--- config.mk ---
export PLATFORM = sky130hd
export DESIGN_NAME = multicycle_control
export DESIGN_NICKNAME = d
export VERILOG_FILES = /design/src/rtl/core_defs_pkg.sv /design/src/rtl/mem_wait_timer.sv /design/src/rtl/multicycle_control.sv
export SDC_FILE = /design/constraint.sdc
export NUM_CORES = 1
export LEC_CHECK = 0
export BUFFER_PORTS_ARGS = -buffer_cell sky130_fd_sc_hd__buf_2
export CAP_MARGIN = 20
export CELL_PAD_IN_SITES_DETAIL_PLACEMENT = 1
export CELL_PAD_IN_SITES_GLOBAL_PLACEMENT = 1
export CORE_MARGIN = 8
export CORE_UTILIZATION = 39
export CTS_CLUSTER_DIAMETER = 30
export DETAILED_ROUTE_END_ITERATION = 12
export PLACE_DENSITY_LB_ADDON = 0.1
export SYNTH_ARGS = -nofsm -noshare
export SYNTH_HDL_FRONTEND = slang
export SYNTH_SLANG_ARGS = --single-unit
--- constraint.sdc ---
create_clock -name clk -period 2.5 [get_ports clk]
set_clock_uncertainty 0.15 [all_clocks]
set_input_delay 0.125 -clock clk [delete_from_list [all_inputs] [get_ports clk]]
set_output_delay 0.125 -clock clk [all_outputs]
set_load 0.005 [all_outputs]
--- src/rtl/core_defs_pkg.sv ---
// ---------------------------------------------------------------------------
// core_defs
//   Shared definitions for the multi-cycle RISC-V core: decode ALU op codes,
//   sequencing-FSM state encoding and small decode helpers. Decode, ALU and
//   control all import this package so the encodings have one source.
// ---------------------------------------------------------------------------
package core_defs;

    localparam int unsigned ALU_OP_W = 4;
    localparam int unsigned STATE_W  = 3;

    typedef enum logic [ALU_OP_W-1:0] {
        OP_ADD     = 4'b0000,
        OP_ADDI    = 4'b0001,
        OP_LOAD    = 4'b0010,
        OP_STORE   = 4'b0011,
        OP_LUI     = 4'b0100,
        OP_JUMP    = 4'b0101,
        OP_OR      = 4'b0110,
        OP_AND     = 4'b0111,
        OP_BRANCH  = 4'b1000,
        OP_SUB     = 4'b1001,
        OP_INVALID = 4'b1111
    } alu_op_e;

    typedef enum logic [STATE_W-1:0] {
        ST_FETCH     = 3'b000,
        ST_DECODE    = 3'b001,
        ST_EXECUTE   = 3'b010,
        ST_MEMORY    = 3'b011,
        ST_WRITEBACK = 3'b100,
        ST_FAULT     = 3'b111
    } ctrl_state_e;

    // Ops that need a data-memory access after EXECUTE.
    function automatic logic is_mem_op(input logic [ALU_OP_W-1:0] op);
        return (op == OP_LOAD) || (op == OP_STORE);
    endfunction

endpackage

--- src/rtl/mem_wait_timer.sv ---
// ---------------------------------------------------------------------------
// mem_wait_timer
//   Counts cycles a memory request has been waiting for mem_ready and flags
//   a timeout on the cycle the count would reach MEM_TIMEOUT.
// Ports:
//   clk        system clock
//   rst        asynchronous active-high reset
//   clr_i      clear the count (no request pending, or request completed)
//   inc_i      request pending and not ready this cycle
//   timeout_o  this waiting cycle is the MEM_TIMEOUT-th in a row
// ---------------------------------------------------------------------------
module mem_wait_timer #(
    parameter int unsigned MEM_TIMEOUT = 16
) (
    input  logic clk,
    input  logic rst,
    input  logic clr_i,
    input  logic inc_i,
    output logic timeout_o
);

    // The count only ever holds 0 .. MEM_TIMEOUT-1.
    localparam int unsigned CNT_W = (MEM_TIMEOUT > 1) ? $clog2(MEM_TIMEOUT) : 1;
    localparam logic [CNT_W-1:0] LIMIT = CNT_W'(MEM_TIMEOUT - 1);

    logic [CNT_W-1:0] cnt_q;

    // A ready in the limit cycle deasserts inc_i, so it is a success.
    assign timeout_o = inc_i && (cnt_q == LIMIT);

    always_ff @(posedge clk or posedge rst) begin
        if (rst) begin
            cnt_q <= '0;
        end else if (clr_i || timeout_o) begin
            cnt_q <= '0;
        end else if (inc_i) begin
            cnt_q <= cnt_q + CNT_W'(1);
        end
    end

endmodule

--- src/rtl/multicycle_control.sv ---
// ---------------------------------------------------------------------------
// multicycle_control
//   Main sequencing FSM of the multi-cycle RISC-V core:
//   FETCH -> DECODE -> EXECUTE -> [MEMORY] -> [WRITEBACK] -> FETCH,
//   with a sticky FAULT state for invalid ops and memory stall timeouts.
// Ports:
//   clk, rst          clock, asynchronous active-high reset
//   alu_op            decode ALU op (core_defs::alu_op_e encoding)
//   dec_we            decode register-write request
//   dec_mem_write     decode store request
//   dec_branch_en     decode branch/jump flag (redirects follow alu_op)
//   alu_zero          branch compare result, valid in EXECUTE
//   mem_ready         memory completes the current request this cycle
//   ir_we, pc_we      instruction register / PC write strobes
//   pc_src            0 = PC+4, 1 = branch/jump target
//   rf_we             register-file write strobe
//   mem_req, mem_wr   memory request valid / request is a write
//   mem_is_fetch      request addresses the PC (1) or ALU result (0)
//   fault             sticky fault flag
//   state_o           current state encoding (debug)
//   retired           instructions completed since reset, wraps
// ---------------------------------------------------------------------------
module multicycle_control
    import core_defs::*;
#(
    parameter int unsigned MEM_TIMEOUT = 16,
    parameter int unsigned RETIRE_W    = 32
) (
    input  logic                clk,
    input  logic                rst,
    input  logic [ALU_OP_W-1:0] alu_op,
    input  logic                dec_we,
    input  logic                dec_mem_write,
    input  logic                dec_branch_en,
    input  logic                alu_zero,
    input  logic                mem_ready,
    output logic                ir_we,
    output logic                pc_we,
    output logic                pc_src,
    output logic                rf_we,
    output logic                mem_req,
    output logic                mem_wr,
    output logic                mem_is_fetch,
    output logic                fault,
    output logic [STATE_W-1:0]  state_o,
    output logic [RETIRE_W-1:0] retired
);

    ctrl_state_e         state_q;
    logic [RETIRE_W-1:0] retired_q;

    logic req_waiting;
    logic req_clear;
    logic wait_timeout;

    // Redirect decisions come from alu_op; the decode flag is redundant here.
    logic unused_branch_en;
    assign unused_branch_en = dec_branch_en;

    // Clearing whenever no request is outstanding (or one just completed)
    // guarantees a zero count on every entry to FETCH or MEMORY.
    assign req_waiting = mem_req & ~mem_ready;
    assign req_clear   = ~mem_req | mem_ready;

    mem_wait_timer #(
        .MEM_TIMEOUT(MEM_TIMEOUT)
    ) u_wait_timer (
        .clk       (clk),
        .rst       (rst),
        .clr_i     (req_clear),
        .inc_i     (req_waiting),
        .timeout_o (wait_timeout)
    );

    always_ff @(posedge clk or posedge rst) begin
        if (rst) begin
            state_q   <= ST_FETCH;
            retired_q <= '0;
        end else begin
            case (state_q)
                ST_FETCH: begin
                    if (mem_ready) begin
                        state_q <= ST_DECODE;
                    end else if (wait_timeout) begin
                        state_q <= ST_FAULT;
                    end
                end
                ST_DECODE: begin
                    if (alu_op == OP_INVALID) begin
                        state_q <= ST_FAULT;
                    end else begin
                        state_q <= ST_EXECUTE;
                    end
                end
                ST_EXECUTE: begin
                    if (alu_op == OP_BRANCH) begin
                        state_q   <= ST_FETCH;
                        retired_q <= retired_q + RETIRE_W'(1);
                    end else if (is_mem_op(alu_op)) begin
                        state_q <= ST_MEMORY;
                    end else begin
                        state_q <= ST_WRITEBACK;
                    end
                end
                ST_MEMORY: begin
                    if (mem_ready) begin
                        if (alu_op == OP_STORE) begin
                            state_q   <= ST_FETCH;
                            retired_q <= retired_q + RETIRE_W'(1);
                        end else begin
                            state_q <= ST_WRITEBACK;
                        end
                    end else if (wait_timeout) begin
                        state_q <= ST_FAULT;
                    end
                end
                ST_WRITEBACK: begin
                    state_q   <= ST_FETCH;
                    retired_q <= retired_q + RETIRE_W'(1);
                end
                ST_FAULT: begin
                    state_q <= ST_FAULT;
                end
                default: begin
                    state_q <= ST_FAULT;
                end
            endcase
        end
    end

    // Moore decode of state; FETCH strobes follow mem_ready and EXECUTE
    // redirects follow the decode inputs. Everything is held low while rst
    // is asserted so an abandoned instruction cannot update PC or RF.
    always_comb begin
        ir_we        = 1'b0;
        pc_we        = 1'b0;
        pc_src       = 1'b0;
        rf_we        = 1'b0;
        mem_req      = 1'b0;
        mem_wr       = 1'b0;
        mem_is_fetch = 1'b0;
        fault        = 1'b0;
        if (!rst) begin
            case (state_q)
                ST_FETCH: begin
                    mem_req      = 1'b1;
                    mem_is_fetch = 1'b1;
                    ir_we        = mem_ready;
                    pc_we        = mem_ready;
                end
                ST_EXECUTE: begin
                    if (alu_op == OP_BRANCH) begin
                        pc_we  = alu_zero;
                        pc_src = alu_zero;
                    end else if (alu_op == OP_JUMP) begin
                        pc_we  = 1'b1;
                        pc_src = 1'b1;
                    end
                end
                ST_MEMORY: begin
                    mem_req = 1'b1;
                    mem_wr  = dec_mem_write;
                end
                ST_WRITEBACK: begin
                    rf_we = dec_we;
                end
                ST_FAULT: begin
                    fault = 1'b1;
                end
                default: begin
                end
            endcase
        end
    end

    assign state_o = state_q;
    assign retired = retired_q;

endmodule

==> qor.csv, run 1 <==
metric,value,unit
top-area cell type share of the netlist area,49.87,%
met3 Usage GRT,4.442,%
syn_area_per_cell,10.19,um^2
FF+latch area,975.9,um^2
count of standard-cell rows,25,
dpl hpwl,3786,um
count of TritonRoute iterations in the first routing pass,4,
die area,7540,um^2
number of flops mapped to enable cells by yosys,0,
RSZ-0062 raised after global routing,false,
Resized Gates After CTS,0,
main flop type after synthesis,dfrtp_1,
final worst-path setup slack,382.6,ps
TritonCTS clock tree,built,
ratio of cells with drive above 1 in the final layout,29.50,%
TNS Setup,0,ps
number of antenna-violating nets in the routed design,0,
total standard cell area after synthesis,1957,um^2
Max Cap Viol,0,
power density normalized to cell area,610.3,nW/um^2
clock transition at the registers of the reported paths,70,ps
Vias,1659,
post-detailed-routing wire length,5012,um
worst relative slew slack,66.48,%
global-route wire length before repair,8528,um
final core utilization,51.32,%
switching fraction of total power,30.66,%
Cells after Synth,192,
total clock buffers created by CTS,5,
Die Width,86.84,um
final critical path time including I/O delays and setup,2117,ps
detailed-route DRC error count,0,
leading post-synthesis cells by cell area,"dfrtp_1 (50%), xnor2_1 (9.4%), xor2_1 (4.9%)",
"Power, Total",1.499,mW
synth cell count leaders,"dfrtp_1 (39), xnor2_1 (21), nor2_1 (16)",
initial detailed-routing violation count,58,
library cells used by synthesis,40,
buffer depth of the longest clock path,2,
maximum clock frequency,472.3,MHz
GRT Resource Usage Total,14.11,%
Hold Path Class,input port to flop,
share of the yosys chip area belonging to registers,49.87,%
Pins Over Slew Limit,0,
largest net degree at the start of global routing,40,
"Max FO, Critical Path",9,
average routed wire per standard cell,15.28,um
Ports,54,
CTS Sinks,39,
most common cell in the synthesized netlist,dfrtp_1,
Flop pwr share,50.8,%
Global Route met2 Usage,23.18,%
Overflow after GRT,0,
Final setup violation count,0,
CTS H-tree lvls,2,
clock share of power,26.5,%
ANT cells,0,
synthesized netlist net count,205,
worst setup slack before clock tree synthesis,397.6,ps
leakage power summed over all cells,1.205,nW
effective utilization at floorplan,40.89,%
sort of element at the start of the critical path,flop,
multi-input gate area in the final layout,939.7,um^2
power spent charging and discharging nets,459.7,uW
vias per cell,5.058,
Slew @ Worst Pin,502.8,ps
later-pin clock latency in the skew report,280,ps
post-synthesis to final-layout area growth,25.51,%
nature of the critical path endpoint,flop,
final hold violations,0,
data required time at the worst endpoint,2550,ps
Clock Tree Root,clkbuf_8,
proportion of register bits with asynchronous set or reset after synthesis,100.0,%
Synthesis Warnings,0,
internal power of the cells,1.039,mW
result of the run,completed,
filler cell count,565,
overall die height,86.84,um
count of buffers from port buffering,52,
Comb pwr share,22.7,%
Seq cells post-synth,39,
Routability Congestion,0.7309,
data arrival time of the critical path,2170,ps
most area-hungry cell type in the Yosys netlist,dfrtp_1,
maximum resistive drop on vdd,0.0003112,V
global-route track usage on met1,17.49,%
"Net count, final",273,
number of global-route vias before repair,1769,
area of the core region,4786,um^2
number of antenna violations at the first check in global routing,0,
period utilisation layout,84.70,%
global-route layer with the greatest usage,met2,
critical setup path kind,flop to flop,
## final cells by class
type,count,share of cell area (%)
clock inverter,1,0.2038
timing repair buffer,62,13.75
inverter,10,1.528
sequential,39,39.74
tap,67,3.413
clock buffer,7,3.107
multi-input combinational,142,38.26
## cell usage in the layout, fill, tap and decap left out, types with 2 or more instances in the layout
cell / instances
inv_1: 10
nand3_1: 11
nand2_1: 15
nand4_1: 9
xnor2_1: 21
ha_1: 2
nor4_1: 3
clkbuf_8: 5
xor2_1: 11
and4b_1: 2
and3_1: 4
nand2b_1: 2
dfrtp_1: 39
nor3b_1: 3
or2_2: 3
o21ai_0: 4
a21oi_1: 4
nor2_1: 16
buf_2: 52
buf_4: 9
nor3_1: 11
clkbuf_1: 2
## registers in the layout, indices dropped and copies added (netlist names)
signal,count
retired,32
u_wait_timer.cnt_q,4
state_o,3
## worst max-delay path: stages (launching register included)
cell	delay (ps)
dfrtp_1	470
nand2b_1	250
nor3_1	340
o21ai_1	220
nor4_1	420
xor2_1	200
## worst paths after layout
check | start | end | slack, ps | depth (start not counted)
worst max-delay path | state_o[0] | retired[28] | 380 | 5
worst min-delay path | mem_ready | u_wait_timer.cnt_q[1] | 70 | 2
worst max register to register | state_o[0] | retired[28] | 380 | 5
worst min register to register | retired[26] | retired[26] | 340 | 1
max in group asynchronous | rst | retired[24] | 1430 | 4
min in group asynchronous | rst | u_wait_timer.cnt_q[3] | 420 | 4
## power groups by stage
stage | registers (mW) | clock network [mW] | logic (mW)
floorplan | 0.764 | 0 | 0.191
global placement | 0.772 | 0 | 0.337
detailed placement | 0.772 | 0 | 0.342
CTS | 0.761 | 0.419 | 0.345
global route | 0.772 | 0.446 | 0.382
finish | 0.761 | 0.398 | 0.341
## timing repair
item	4_1_cts	5_1_grt
setup buffers	0	0
hold buffers	1	0
hold endpoints to repair	39	0
## cells by family after synthesis
group                      after synthesis  synth area share (%)
DFF                                     39                 49.87
and+or+nand+nor                         87                 24.36
xor gates and xnor gates                32                 14.32
adders and majority gates                2                 1.279
AOI/OAI and AO/OA                       20                 7.482
muxes                                    1                0.5754
buffers and inverters                   11                 2.110
## per-stage QoR
step	instance area [um^2]	instances	hold WS, ps
floorplan	1957	192	133.2
global placement	2365	319	209.7
detailed placement	2365	319	205.8
CTS	2456	328	62.00
global route	2456	328	75.20
finish	2456	328	71.68
## layer usage
| layer | routed length, um | up-vias | part of all wire (%) |
|---|---|---|---|
| li1 | - | 809 | - |
| met1 | 2350 | 810 | 47 |
| met2 | 2397 | 36 | 48 |
| met3 | 232 | 4 | 4.6 |
| met4 | 32 | 0 | 0.64 |
| met5 | 0 | - | 0 |
No activity file was read; power rests on OpenSTA's default activity.
==> run 2: changes to the inputs <==
==> constraint.sdc (replaced) <==
create_clock -name clk -period 2.2 [get_ports clk]
set_clock_uncertainty 0.15 [all_clocks]
set_input_delay 0.11 -clock clk [delete_from_list [all_inputs] [get_ports clk]]
set_output_delay 0.11 -clock clk [all_outputs]
set_load 0.005 [all_outputs]
==> qor.csv, run 2 (synthesis results as in run 1) <==
metric,value,unit,change
result of the run,completed,,
"Net count, final",275,,+0.73%
setup slack of the worst register-to-register path,210,ps,-170 ps
sort of element at the start of the critical path,flop,,
Top delay family on crit path,simple AND/OR/NAND/NOR gates,,
dpl hpwl,3812,um,+0.68%
multi-input gate area in the final layout,944.7,um^2,+0.53%
buffer depth of the longest clock path,2,,unchanged
data required time at the worst endpoint,2270,ps,-280 ps
series of cell instances along the critical path,"nand4_1, nor3_2, nand4_1, buf_4, nor4_1, xor2_1",,
maximum resistive drop on vdd,0.0004091,V,+31%
effective utilization at floorplan,40.89,%,unchanged
number of global-route vias before repair,1792,,+1.3%
final core utilization,51.74,%,+0.42 points
Die Width,86.84,um,unchanged
period utilisation layout,90.39,%,+5.7 points
initial detailed-routing violation count,36,,-38%
TNS Setup,0,ps,unchanged
post-detailed-routing wire length,4954,um,-1.2%
Max Cap Viol,0,,unchanged
worst relative slew slack,66.54,%,about the same
GRT Resource Usage Total,13.88,%,-0.24 points
overall die height,86.84,um,unchanged
Routability Congestion,0.7545,,+3.2%
max reg flops,32,,unchanged
TritonCTS clock tree,built,,
"Max FO, Critical Path",9,,unchanged
CTS Sinks,39,,unchanged
critical path's most frequent cell,nand4_1,,
dpl cells,321,,+0.63%
cell depth of the worst hold path,2,,unchanged
FF+latch area,975.9,um^2,unchanged
ANT cells,0,,unchanged
critical setup path kind,flop to flop,,
final critical path time including I/O delays and setup,1989,ps,-128.8 ps
worst setup slack before clock tree synthesis,121.1,ps,-276.5 ps
filler cell count,599,,+6.0%
global-route wire length before repair,8362,um,-1.9%
maximum clock frequency,502.9,MHz,+6.5%
detailed-route DRC error count,0,,unchanged
post-CTS setup buffers,0,,unchanged
final worst-path setup slack,211.4,ps,-171.2 ps
CP bufs+invs,1,,+1
Overflow after GRT,0,,unchanged
vias per cell,5.058,,about the same
endpoint of the most critical register-to-register path,retired[28],,
count of buffers from port buffering,52,,unchanged
"commonest cells after routing, fill and taps aside","buf_2 (52), dfrtp_1 (39), xnor2_1 (21)",,
launch instance of the worst register-to-register path,retired[4],,
Final setup violation count,0,,unchanged
average routed wire per standard cell,15.01,um,-1.8%
min-delay src,mem_ready,,
data arrival time of the critical path,2050,ps,-120 ps
post-synthesis to final-layout area growth,26.53,%,
RSZ-0062 raised after global routing,false,,
slowest CP cell,dfrtp_1,,
post-route standard cell area excluding fillers,2476,um^2,+0.81%
later-pin clock latency in the skew report,290,ps,about the same
"Power, Total",1.744,mW,+16%
nature of the critical path endpoint,flop,,
smallest hold slack,46.36,ps,-25.32 ps
most common library cell in the layout ignoring fill and taps,buf_2,,
largest net degree at the start of global routing,40,,unchanged
critical path's largest stage delay,450,ps,-20 ps
Vias,1669,,+0.60%
clock transition at the registers of the reported paths,70,ps,about the same
area of placed instances,2380,um^2,+0.63%
final hold violations,0,,unchanged
count of TritonRoute iterations in the first routing pass,4,,unchanged
hold path endpoint,u_wait_timer.cnt_q[1],,
Pins Over Slew Limit,0,,unchanged
power density normalized to cell area,704.4,nW/um^2,+15%
die area,7540,um^2,unchanged
Hold Path Class,input port to flop,,
Slew @ Worst Pin,501.9,ps,-0.9218 ps
R2R depth,6,,+1
area of the core region,4786,um^2,unchanged
number of antenna-violating nets in the routed design,0,,unchanged
total clock buffers created by CTS,5,,unchanged
Clock Tree Root,clkbuf_8,,
CTS H-tree lvls,2,,unchanged
leakage power summed over all cells,1.215,nW,+0.84%
count of standard-cell rows,25,,unchanged
Ports,54,,unchanged
Post-Layout Cell Count,330,,+0.61%
ratio of cells with drive above 1 in the final layout,30.42,%,+0.92 points
number of antenna violations at the first check in global routing,0,,unchanged
## run 2: cell types whose count changed in the layout (fill, tap and decap cells not counted)
| cell | change |
|---|---|
| buf_4 | +2 |
| nor3_1 | -1 |
| nor3_2 | +1 |
## run 2: how the worst max path moves through the flow
stage,end,cells past startpoint,start,slack [ps]
after floorplan,retired[28],5,retired[3],280
after global placement,retired[28],6,retired[4],150
after detailed placement,retired[28],6,retired[4],120
after CTS,retired[28],6,retired[4],100
after global routing,retired[28],6,retired[4],20
final,retired[28],6,retired[4],210
## run 2: layout make-up
cell class,count,area share (%)
clock buffer,7,3.082
clock inverter,1,0.2021
inverter,10,1.516
multi-input combinational,142,38.15
sequential,39,39.41
tap,67,3.386
timing repair buffer,64,14.25
## run 2: metal layers
metal  routed length, um  track usage (%)  vias up
met5                   0                0        -
met4                  60            4.225        0
met2                2292            22.62       39
li1                    -                -      813
met1                2332            16.88      810
met3                 269            4.537        7
## run 2: what timing repair did
item / CTS / global route
gates resized for setup: 0 / 1
endpoints found under the setup margin: 0 / 8
hold buffers: 1 / 0
hold endpoints to repair: 39 / 0
## run 2: where the power goes
part	leakage [nW]	total [mW]	internal [mW]	switching (mW)
clock	0.0422	0.460	0.222	0.237
combinational	0.672	0.440	0.206	0.233
sequential	0.501	0.845	0.779	0.0652
==> run 3: changes to the inputs <==
==> constraint.sdc (replaced) <==
create_clock -name clk -period 2.2 [get_ports clk]
set_clock_uncertainty 0.15 [all_clocks]
set_input_delay 0.11 -clock clk [delete_from_list [all_inputs] [get_ports clk]]
set_output_delay 0.11 -clock clk [all_outputs]
set_load 0.1 [all_outputs]
==> qor.csv, run 3 (synthesis results as in run 1) <==
metric,value,unit,change
CTS Sinks,39,,unchanged
Die Width,86.84,um,unchanged
setup slack of the worst register-to-register path,90,ps,-120 ps
power density normalized to cell area,912.2,nW/um^2,+29%
min-delay src,mem_ready,,
switching fraction of total power,47.65,%,+17 points
ANT cells,0,,unchanged
launch instance of the worst register-to-register path,state_o[1],,
post-route standard cell area excluding fillers,2592,um^2,+4.7%
final hold violations,0,,unchanged
count of TritonRoute iterations in the first routing pass,4,,unchanged
post-detailed-routing wire length,5051,um,+2.0%
clock transition at the registers of the reported paths,80,ps,about the same
max reg flops,32,,unchanged
count of buffers from port buffering,52,,unchanged
clock share of power,19.8,%,-6.6 points
final core utilization,54.17,%,+2.4 points
number of global-route vias before repair,1854,,+3.5%
Overflow after GRT,0,,unchanged
TritonCTS clock tree,built,,
leakage power summed over all cells,1.188,nW,-2.2%
Vias,1648,,-1.3%
"Net count, final",273,,-0.73%
area of the core region,4786,um^2,unchanged
later-pin clock latency in the skew report,290,ps,about the same
RSZ-0062 raised after global routing,false,,
nature of the critical path endpoint,flop,,
post-CTS setup buffers,0,,unchanged
effective utilization at floorplan,40.89,%,unchanged
dpl hpwl,3994,um,+4.8%
hold path endpoint,u_wait_timer.cnt_q[1],,
ratio of cells with drive above 1 in the final layout,42.53,%,+12 points
number of antenna-violating nets in the routed design,0,,unchanged
Final setup violation count,0,,unchanged
Max Cap Viol,0,,unchanged
detailed-route DRC error count,0,,unchanged
Pins Over Slew Limit,0,,unchanged
maximum clock frequency,473.2,MHz,-5.9%
die area,7540,um^2,unchanged
most common library cell in the layout ignoring fill and taps,buf_2,,
Hold Path Class,input port to flop,,
overall die height,86.84,um,unchanged
final critical path time including I/O delays and setup,2113,ps,+124.8 ps
Comb pwr share,42.3,%,+17 points
count of standard-cell rows,25,,unchanged
Flop pwr share,37.9,%,-10 points
endpoint of the most critical register-to-register path,retired[5],,
Routability Congestion,0.7578,,+0.44%
CTS H-tree lvls,2,,unchanged
GRT Resource Usage Total,14.40,%,+0.52 points
Clock Tree Root,clkbuf_8,,
largest net degree at the start of global routing,40,,unchanged
worst relative slew slack,66.28,%,-0.26 points
Ports,54,,unchanged
initial detailed-routing violation count,47,,+31%
sort of element at the start of the critical path,flop,,
global-route wire length before repair,8887,um,+6.3%
"Max FO, Critical Path",9,,unchanged
number of antenna violations at the first check in global routing,0,,unchanged
post-synthesis to final-layout area growth,32.48,%,
area of placed instances,2499,um^2,+5.0%
critical setup path kind,flop to flop,,
data arrival time of the critical path,2140,ps,+90 ps
cell depth of the worst hold path,2,,unchanged
buffer depth of the longest clock path,2,,unchanged
vias per cell,5.024,,-0.66%
average routed wire per standard cell,15.40,um,+2.6%
Slew @ Worst Pin,505.8,ps,+3.920 ps
"commonest cells after routing, fill and taps aside","buf_2 (50), xnor2_1 (21), nand2_1 (15)",,
R2R depth,5,,-1
result of the run,completed,,
internal power of the cells,1.238,mW,+2.5%
power spent charging and discharging nets,1.127,mW,+110%
data required time at the worst endpoint,2230,ps,-40 ps
total clock buffers created by CTS,5,,unchanged
maximum resistive drop on vdd,0.001001,V,+140%
period utilisation layout,96.06,%,+5.7 points
==> run 3: cell count changes in the layout (fill, tap and decap cells not counted), moves of 2 or more <==
cell     change
buf_2        -2
dfrtp_4     +11
dfrtp_2     +14
buf_4        -2
dfrtp_1     -25
nor2_1       -2
==> run 3: through the flow <==
step	TNS (ps)	total power, mW	cells	setup WS (ps)	hold WS (ps)
after global routing	0	2.480	328	11.14	44.00
after CTS	0	2.394	328	49.00	41.14
after global placement	0	1.908	319	143.2	209.2
after detailed placement	0	1.920	319	99.05	208.2
after floorplan	-3085	1.720	192	-535.8	158.6
final	0	2.365	328	86.65	38.15
==> run 3: power by group through the flow <==
stage | Combinational [mW] | Sequential, mW | Clock (mW)
final | 1.00 | 0.895 | 0.469
after global routing | 1.06 | 0.913 | 0.508
after CTS | 1.01 | 0.897 | 0.483
after detailed placement | 1.01 | 0.909 | 0
after global placement | 0.998 | 0.910 | 0
after floorplan | 0.390 | 1.33 | 0
==> run 3: area by class of cell <==
cell class              instances  area, um^2
clock inverters                 1       5.005
fillers                       561        2193
inverters                      10       37.54
flip-flops and latches         39        1035
well taps                      67       83.83
multi-input cells             142       999.7
clock buffers                   7       76.32
repair buffers                 62       355.3
==> run 3: how the worst max path moves through the flow <==
| stage | slack [ps] | start | cells after the start | end |
|---|---|---|---|---|
| 6_report | 90 | state_o[1] | 5 | retired[5] |
| 3_5_place_dp | 100 | state_o[1] | 5 | retired[5] |
| 2_1_floorplan | -540 | state_o[2] | 4 | pc_we |
| 3_3_place_gp | 140 | alu_op[1] | 6 | retired[14] |
| 5_1_grt | 10 | state_o[1] | 4 | retired[1] |
| 4_1_cts | 50 | state_o[2] | 5 | pc_we |
==> run 3: critical path: stages (launching register included) <==
cell,delay [ps]
dfrtp_4,540
and4b_1,260
a32oi_1,480
a21boi_2,200
and3_1,240
xor2_1,140
==> run 3: metal layers <==
| layer | vias up | global-route usage (%) | share of wire (%) |
|---|---|---|---|
| li1 | 807 | - | - |
| met1 | 803 | 17.96 | 44 |
| met5 | - | 0 | 0 |
| met3 | 3 | 4.348 | 5.3 |
| met4 | 0 | 2.347 | 0.42 |
| met2 | 35 | 24.08 | 50 |
==> run 3: what timing repair did <==
item | CTS | global route
hold buffers | 1 | 0
resized for setup | 0 | 1
endpoints found under the setup margin | 0 | 1
hold endpoints to repair | 39 | 0
